**config.mk**
```make
export PLATFORM = sky130hd
export DESIGN_NAME = multi_ramp_counter
export DESIGN_NICKNAME = d
export VERILOG_FILES = /design/src/rtl/multi_ramp_counter_pkg.sv /design/src/rtl/multi_ramp_counter_capture.sv /design/src/rtl/multi_ramp_counter.sv
export SDC_FILE = /design/constraint.sdc
export NUM_CORES = 1
export LEC_CHECK = 0
export CORE_ASPECT_RATIO = 1.4
export CORE_MARGIN = 10
export CORE_UTILIZATION = 53
export CTS_BUF_LIST = sky130_fd_sc_hd__clkbuf_8
export DETAILED_ROUTE_END_ITERATION = 7
export PLACE_DENSITY_LB_ADDON = 0.2
export SETUP_SLACK_MARGIN = 0.1
export SLEW_MARGIN = 20
export SYNTH_ARGS = -nofsm -noshare
export SYNTH_HDL_FRONTEND = slang
export SYNTH_HIERARCHICAL = 1
export SYNTH_SLANG_ARGS = --single-unit
```
**constraint.sdc**
```tcl
create_clock -name clk -period 2.08 [get_ports clk]
set_input_delay 0.312 -clock clk [delete_from_list [all_inputs] [get_ports clk]]
set_output_delay 0.312 -clock clk [all_outputs]
set_load 0.05 [all_outputs]
```
**src/rtl/multi_ramp_counter_pkg.sv**
```systemverilog
// multi_ramp_counter_pkg: shared FSM state type and width helper for the ramp converter
package multi_ramp_counter_pkg;
  typedef enum logic [1:0] {IDLE = 2'd0, UP = 2'd1, DOWN = 2'd2} state_t;
  function automatic int clog2_min1(input int v);
    return (v <= 2) ? 1 : $clog2(v);
  endfunction
endpackage

```
**src/rtl/multi_ramp_counter_capture.sv**
```systemverilog
// ramp_chan_capture: per-channel comparator synchroniser, first-fall capture and over/under flags
module ramp_chan_capture #(
  parameter int WIDTH       = 7,
  parameter int MAX_COUNT   = 100,
  parameter int SYNC_STAGES = 2
) (
  input  logic             clk,
  input  logic             reset,
  input  logic             comp,
  input  logic [WIDTH-1:0] count,
  input  logic             arm,
  input  logic             in_up,
  input  logic             last_tick,
  output logic [WIDTH-1:0] res_val,
  output logic             res_over,
  output logic             res_under
);
  logic [SYNC_STAGES-1:0] sync;
  logic [WIDTH-1:0] val;
  logic cs, armed, first, ovr, und, cap, sat;
  // res_* is what this channel holds after the current edge, so a capture on the last tick still publishes
  always_comb begin
    cs = sync[SYNC_STAGES-1];
    cap = in_up && armed && !cs;
    sat = in_up && armed && cs && last_tick;
    res_val = cap ? count : sat ? WIDTH'(MAX_COUNT) : val;
    res_over = !cap && (sat || ovr);
    res_under = cap ? first : und;
  end
  always_ff @(posedge clk or negedge reset)
    if (!reset) begin
      sync <= '0;
      armed <= 1'b0;
      first <= 1'b0;
      val <= '0;
      ovr <= 1'b0;
      und <= 1'b0;
    end else begin
      sync <= {sync[SYNC_STAGES-2:0], comp};
      first <= arm;
      armed <= arm || (armed && !cap && !sat);
      val <= arm ? '0 : res_val;
      ovr <= !arm && res_over;
      und <= !arm && res_under;
    end
endmodule

```
**src/rtl/multi_ramp_counter.sv**
```systemverilog
// multi_ramp_counter: N-channel single-slope converter; owns ramp timing and publishes all counts per period
module multi_ramp_counter
  import multi_ramp_counter_pkg::*;
#(
  parameter int NUM_CH      = 2,
  parameter int WIDTH       = 7,
  parameter int MAX_COUNT   = 100,
  parameter int DIV         = 4,
  parameter int SYNC_STAGES = 2
) (
  input  logic                    clk,
  input  logic                    reset,
  input  logic                    en,
  input  logic [NUM_CH-1:0]       comp,
  output logic                    ramp_up,
  output logic [NUM_CH*WIDTH-1:0] count_out,
  output logic [NUM_CH-1:0]       over,
  output logic [NUM_CH-1:0]       under,
  output logic                    sample_valid
);
  localparam int PW = clog2_min1(DIV);
  if (MAX_COUNT < 1 || MAX_COUNT >= 2 ** WIDTH || DIV < 1 || SYNC_STAGES < 2) begin : g_bad_params
    $error("multi_ramp_counter: invalid parameter set");
  end
  state_t state, state_nxt;
  logic [PW-1:0] psc;
  logic [WIDTH-1:0] cnt;
  logic tick, last, arm, publish;
  logic [NUM_CH*WIDTH-1:0] res_val;
  logic [NUM_CH-1:0] res_over, res_under;
  assign ramp_up = state == UP;
  always_comb begin
    tick = psc == PW'(DIV - 1);
    last = tick && cnt == WIDTH'(MAX_COUNT - 1);
    publish = en && state == UP && last;
    arm = en && (state == IDLE || (state == DOWN && last));
    state_nxt = !en ? IDLE : state == IDLE ? UP : !last ? state : state == UP ? DOWN : UP;
  end
  // dropping en clears the prescaler and count so the next UP always starts from zero
  always_ff @(posedge clk or negedge reset)
    if (!reset) begin
      state <= IDLE;
      psc <= '0;
      cnt <= '0;
      count_out <= '0;
      over <= '0;
      under <= '0;
      sample_valid <= 1'b0;
    end else begin
      state <= state_nxt;
      psc <= (state == IDLE || !en || tick) ? '0 : psc + PW'(1);
      cnt <= (state == IDLE || !en || last) ? '0 : tick ? cnt + WIDTH'(1) : cnt;
      sample_valid <= publish;
      if (publish) begin
        count_out <= res_val;
        over <= res_over;
        under <= res_under;
      end
    end
  for (genvar i = 0; i < NUM_CH; i++) begin : g_ch
    ramp_chan_capture #(
      .WIDTH(WIDTH),
      .MAX_COUNT(MAX_COUNT),
      .SYNC_STAGES(SYNC_STAGES)
    ) u_cap (
      .clk(clk),
      .reset(reset),
      .comp(comp[i]),
      .count(cnt),
      .arm(arm),
      .in_up(state == UP),
      .last_tick(publish),
      .res_val(res_val[i*WIDTH +: WIDTH]),
      .res_over(res_over[i]),
      .res_under(res_under[i])
    );
  end
endmodule

```
## Word-level counts from Yosys, hierarchy flattened

Index checks and enable logic that the tools add are counted.

- Eq/ne operators: 5
- Multiplexer cells: 15
- Add/subtract/negate cells: 2
- Reduce and logical (&&, ||, !) cells: 41

Operators by type and width:

| operator | number |
|---|---|
| $mux 7 | 8 |
| $logic_and 1x1->1 | 23 |
| $mux 2 | 5 |
| $logic_not 1->1 | 8 |
| $logic_or 1x1->1 | 8 |
| $add 7x1->7 const B | 1 |
| $eq 7x7->1 const B | 1 |
| $eq 2x2->1 const B | 2 |
| $ne 3x1->1 const B | 1 |
| $add 2x1->2 const B | 1 |
| $eq 2x1->1 const B | 1 |
| $logic_not 2->1 | 1 |
| $mux 1 | 2 |
| $reduce_bool 2->1 | 1 |

- Bits in registers: 55
- Logic and storage cells: 81
- Output and inout bits: 20

## Longest topological paths before layout

- Depth after elaboration: 7
- Gate-level depth with buffers: 8
- Gate-level depth less buffers: 7

## Cells and area by module

The synthesis kept the hierarchy.

Modules (own cells, without submodules):

| module | cells an instance | instances | area an instance (sq um) |
|---|---|---|---|
| multi_ramp_counter | 89 | 1 | 1316.3 |
| ramp_chan_capture | 56 | 2 | 555.5 |

## Least setup slack after synthesis

Ideal clock, no wire load.

- Path kind: register to register
- Start: register state[0]
- End: register count_out[1]
- Setup time: 125 ps
- Cell stages (with the launch flop): 9
- Clock period less this slack: 2865 ps
- Required time: 1955 ps
- Path buffers: 1
- Slack: -785 ps
- Arrival: 2740 ps
- Cells stage by stage: dfrtp_1 nor2b_1 nand2_1 nor2_8 buf_12 nor2b_1 o21ai_0 nand2_1 mux2_4

- Longest elaborated chain between the ends: 6

Ends and longest elaborated chain:

| item | RTL line | RTL |
|---|---|---|
| start: declaration | multi_ramp_counter.sv:25 | `state_t state, state_nxt;` |
| start signal: assignment | multi_ramp_counter.sv:50 | `state <= state_nxt;` |
| $eq 2x1->1 | n/a |  |
| via ramp_up | multi_ramp_counter.sv:15 | `output logic ramp_up,` |
| $logic_and 1x1->1 (2 in series) | multi_ramp_counter.sv:35 | `publish = en && state == UP && last;` |
| via publish | multi_ramp_counter.sv:28 | `logic tick, last, arm, publish;` |
| $logic_and 1x1->1 | multi_ramp_counter_capture.sv:25 | `sat = in_up && armed && cs && last_tick;` |
| $mux 7 (2 in series) | multi_ramp_counter_capture.sv:26 | `res_val = cap ? count : sat ? WIDTH'(MAX_COUNT) : val;` |
| via res_val[1] | multi_ramp_counter.sv:29 | `logic [NUM_CH*WIDTH-1:0] res_val;` |
| end signal: assignment | multi_ramp_counter.sv:55 | `count_out <= res_val;` |
| end: declaration | multi_ramp_counter.sv:16 | `output logic [NUM_CH*WIDTH-1:0] count_out,` |

The timed path passes the listed nets, and every way through them passes these cells.
A chain may end at the register's enable or synchronous reset.

## Final worst setup path

- Start: register cnt[3]
- End: register under[0]

- Longest elaborated chain between the ends: 3

Ends and longest elaborated chain:

| item | RTL line | RTL |
|---|---|---|
| start: declaration | multi_ramp_counter.sv:27 | `logic [WIDTH-1:0] cnt;` |
| start signal: assignment | multi_ramp_counter.sv:52 | `cnt <= (state == IDLE \|\| !en \|\| last) ? '0 : tick ? cnt + WIDTH'(1) : cnt;` |
| $eq 7x7->1 | multi_ramp_counter.sv:34 | `last = tick && cnt == WIDTH'(MAX_COUNT - 1);` |
| $logic_and 1x1->1 | multi_ramp_counter.sv:34 |  |
| $logic_and 1x1->1 | multi_ramp_counter.sv:35 |  |
| end signal: assignment | multi_ramp_counter.sv:57 | `under <= res_under;` |
| end: declaration | multi_ramp_counter.sv:18 | `output logic [NUM_CH-1:0] under,` |

Every way passes these cells.

==> impl_results.md <==
- Final Slew Violations: 0
- Pwr Total: 0.00198 W
- Syn_nets: roughly 210
- Final setup viols: 0
- CTS buffer count: 5
- Syn. warnings: 6
- Post-detailed-placement half-perimeter wirelength: 3600 um
- Leak Pwr: 1.46 nW
- Max incr delay on CP: approximately 0.41 ns
- # port buffers: 24
- CP Cell Sequence: nor4b_4, nand4_4, nor2_8, buf_4, mux2_2
- Clock Skew: 0.00822 ns
- Clock slew at reported path FFs: 0.09 ns
- DP Worst Slack: around 0.12 ns
- Vias per cell: between 5 and 6
- # clock sinks: 56
- Worst EP arrival: just over 2 ns
- Layout area overhead: 22.3%
- I/O Pins: 25
- First-pass GRT wire length: 8050 um
- Final critical-path share of the clock period: 0.885
- Critical Setup Path Class: register to register
- Chip width: 77.2 um
- RePlAce Congestion: 0.825
- Iter 0 DRT Violations: 154
- Largest net degree at the start of global routing: 31
- Seq/Total Area, Yosys: 0.577
- DRT Pass-1 Iters: 4
- Fillcell total: around 370
- Core Area: 0.00450 mm2
- Async SR Flop Fraction: 1.00
- GRT Residual Overflow: 0
- Syn avg cell area: 12.1 um2
- Row count: 29
- Vias in the first global route: ~1.7k
- Root Driver: clkbuf_8
- Max Freq: 0.543 GHz
- Max Buffers Root-to-Sink: 2
- RSZ-0062 raised after global routing: no
- Required @ worst endpoint: 2.28 ns
- CP Capture Type: register
- PnR worst setup slack: 0.238 ns
- DIE AREA: 0.00773 mm2
- Drt drc: 0
- Syn Std Cell Area: 0.00243 mm2
- Routed wire length: 4680 um
- VDD IR max: around 0.52 mV
- Min-Delay Path Class: register to register
- Crit-path slowest cell: dfrtp_1
- Dominant synthesized flop cell: dfrtp_1
- Via count: 1638
- Final hold violations: 0
- ANT nets after route: 0
- Max Fanout on Critical Path: 11
- Clk_lat worst skew: 0.30 ns
- Total track usage: 0.128
- Worst-Margin Slew: around 0.52 ns
- Post-synth EDFFs: 0
- Yosys reg bits: 56
- CP Launch Type: register
- Netlist cell types: 34
- Post-CTS setup buffer count: 0
- WL/cell: 15.4 um
- Nets@finish: 248
- Chip height: between 100 and 150 um
- Initial antenna violation count: 0
- Post-Syn Instances: 201
- Period minus WS final: about 1.8 ns
- PwrDens: about 670 mW/mm2
- Max-Cap Viols: 0
- Slew headroom: 0.655
- CTS tree: built
- Post-Route Setup TNS: 0 ns
- Outcome: finished, final reports clean
- H-tree depth: 2
- Share of layout cells above drive strength 1: 0.227
- Ant diodes: 0
- Initial Utilization: 0.539
==> through the flow <==
| step | utilization | instance area [um2] | hold WS [ns] | instances |
|---|---|---|---|---|
| CTS | 0.660 | 2970 | 0.359 | 304 |
| global placement | 0.633 | 2850 | 0.199 | 295 |
| global route | 0.660 | 2970 | 0.363 | 304 |
| finish | 0.660 | 2970 | 0.356 | 304 |
| floorplan | - | 2460 | 0.0164 | 201 |
| detailed placement | 0.633 | 2850 | 0.205 | 295 |
==> cells by family after synthesis <==
group / share of synthesized area
buffers and inverters: 0.0222
AOI/OAI and AO/OA: 0.0918
muxes: 0.110
DFF: 0.577
and+or+nand+nor: 0.178
xor gates and xnor gates: 0.0108
adders and majority gates: 0.0103
==> synth_stat cells (2+ instances only) <==
master,n,area share
nand3b_1,3,0.0093
xor2_1,3,0.011
nor2_1,17,0.026
nand2b_1,5,0.013
and3b_1,3,0.011
dfrtp_1,56,0.58
nand2_1,25,0.039
a21oi_1,18,0.037
mux2_2,9,0.042
o21ai_0,9,0.019
buf_6,2,0.0093
clkbuf_1,3,0.0046
nor2b_1,3,0.0077
mux2_4,11,0.068
nor3_1,9,0.019
a21o_1,2,0.0062
ha_1,2,0.010
and2_1,2,0.0052
nor2b_4,2,0.011
o2111ai_1,3,0.011
==> critical path, delay by kind of cell, from the launching register on <==
| family | cells | cell delay [ns] |
|---|---|---|
| buf+inv | 1 | 0.24 |
| flops | 1 | 0.41 |
| mux | 1 | 0.36 |
| simple gates | 3 | 0.71 |
==> repair_timing <==
| action | CTS | global route |
|---|---|---|
| endpoints found under the hold margin | 9 | 0 |
| hold buffers | 1 | 0 |
| resized for setup | 0 | 0 |
==> flip-flops by register name, indices dropped and copies added (netlist names) <==
signal and cells:
over 2, g_ch.u_cap/val 14, g_ch.u_cap/armed 2, g_ch.u_cap/sync 4
g_ch.u_cap/ovr 2, under 2, sample_valid 1, g_ch.u_cap/und 2
state 2, psc 2, count_out 14, cnt 7
g_ch.u_cap/first 2
==> layout make-up <==
type / instances / area, um2 / share of cell area
multi-input cells: 139 / 1000 / 0.339
clock inverters: 3 / 42.5 / 0.0143
repair buffers: 39 / 373 / 0.126
well taps: 62 / 77.6 / 0.0261
clock buffers: 5 / 68.8 / 0.0232
flip-flops and latches: 56 / 1400 / 0.472
==> report_power, final <==
part | switching, W | internal, W
Clock | 0.000333 | 0.000356
Sequential | 0.0000165 | 0.00112
Combinational | 0.0000946 | 0.0000624
==> worst paths after layout <==
check / startpoint / end / slack [ns] / cells past startpoint
max: cnt[3] / under[0] / 0.24 / 5
min: g_ch[1].u_cap/sync[0] / g_ch[1].u_cap/sync[1] / 0.36 / 0
max reg2reg: cnt[3] / under[0] / 0.24 / 5
min reg2reg: g_ch[1].u_cap/sync[0] / g_ch[1].u_cap/sync[1] / 0.36 / 0
max in group asynchronous: reset / g_ch[0].u_cap/val[5] / 1.16 / 3
min in group asynchronous: reset / g_ch[0].u_cap/val[3] / 0.40 / 2
==> placed cells by master, fill, tap and decap left out, types with 2 or more instances in the layout <==
| cell | count |
|---|---|
| o21ai_2 | 2 |
| clkbuf_8 | 5 |
| mux2_4 | 11 |
| a21o_1 | 2 |
| a21oi_1 | 18 |
| buf_4 | 13 |
| nand2b_1 | 5 |
| and3b_1 | 3 |
| mux2_2 | 9 |
| xor2_1 | 3 |
| and2_1 | 2 |
| buf_12 | 2 |
| o2111ai_1 | 3 |
| nor2b_4 | 5 |
| nor3_1 | 9 |
| nand3b_1 | 3 |
| clkdlybuf4s50_1 | 22 |
| dfrtp_1 | 56 |
| ha_1 | 2 |
| o21ai_1 | 7 |
| nor2_1 | 17 |
| nand2_1 | 24 |
==> layer usage <==
metal	part of all wire	global-route usage	vias up
li1	-	-	780
met1	0.40	0.144	811
met2	0.54	0.227	38
met3	0.037	0.0304	9
met4	0.020	0.0535	0
met5	0	0	-
(Power assumes the default switching activity.)
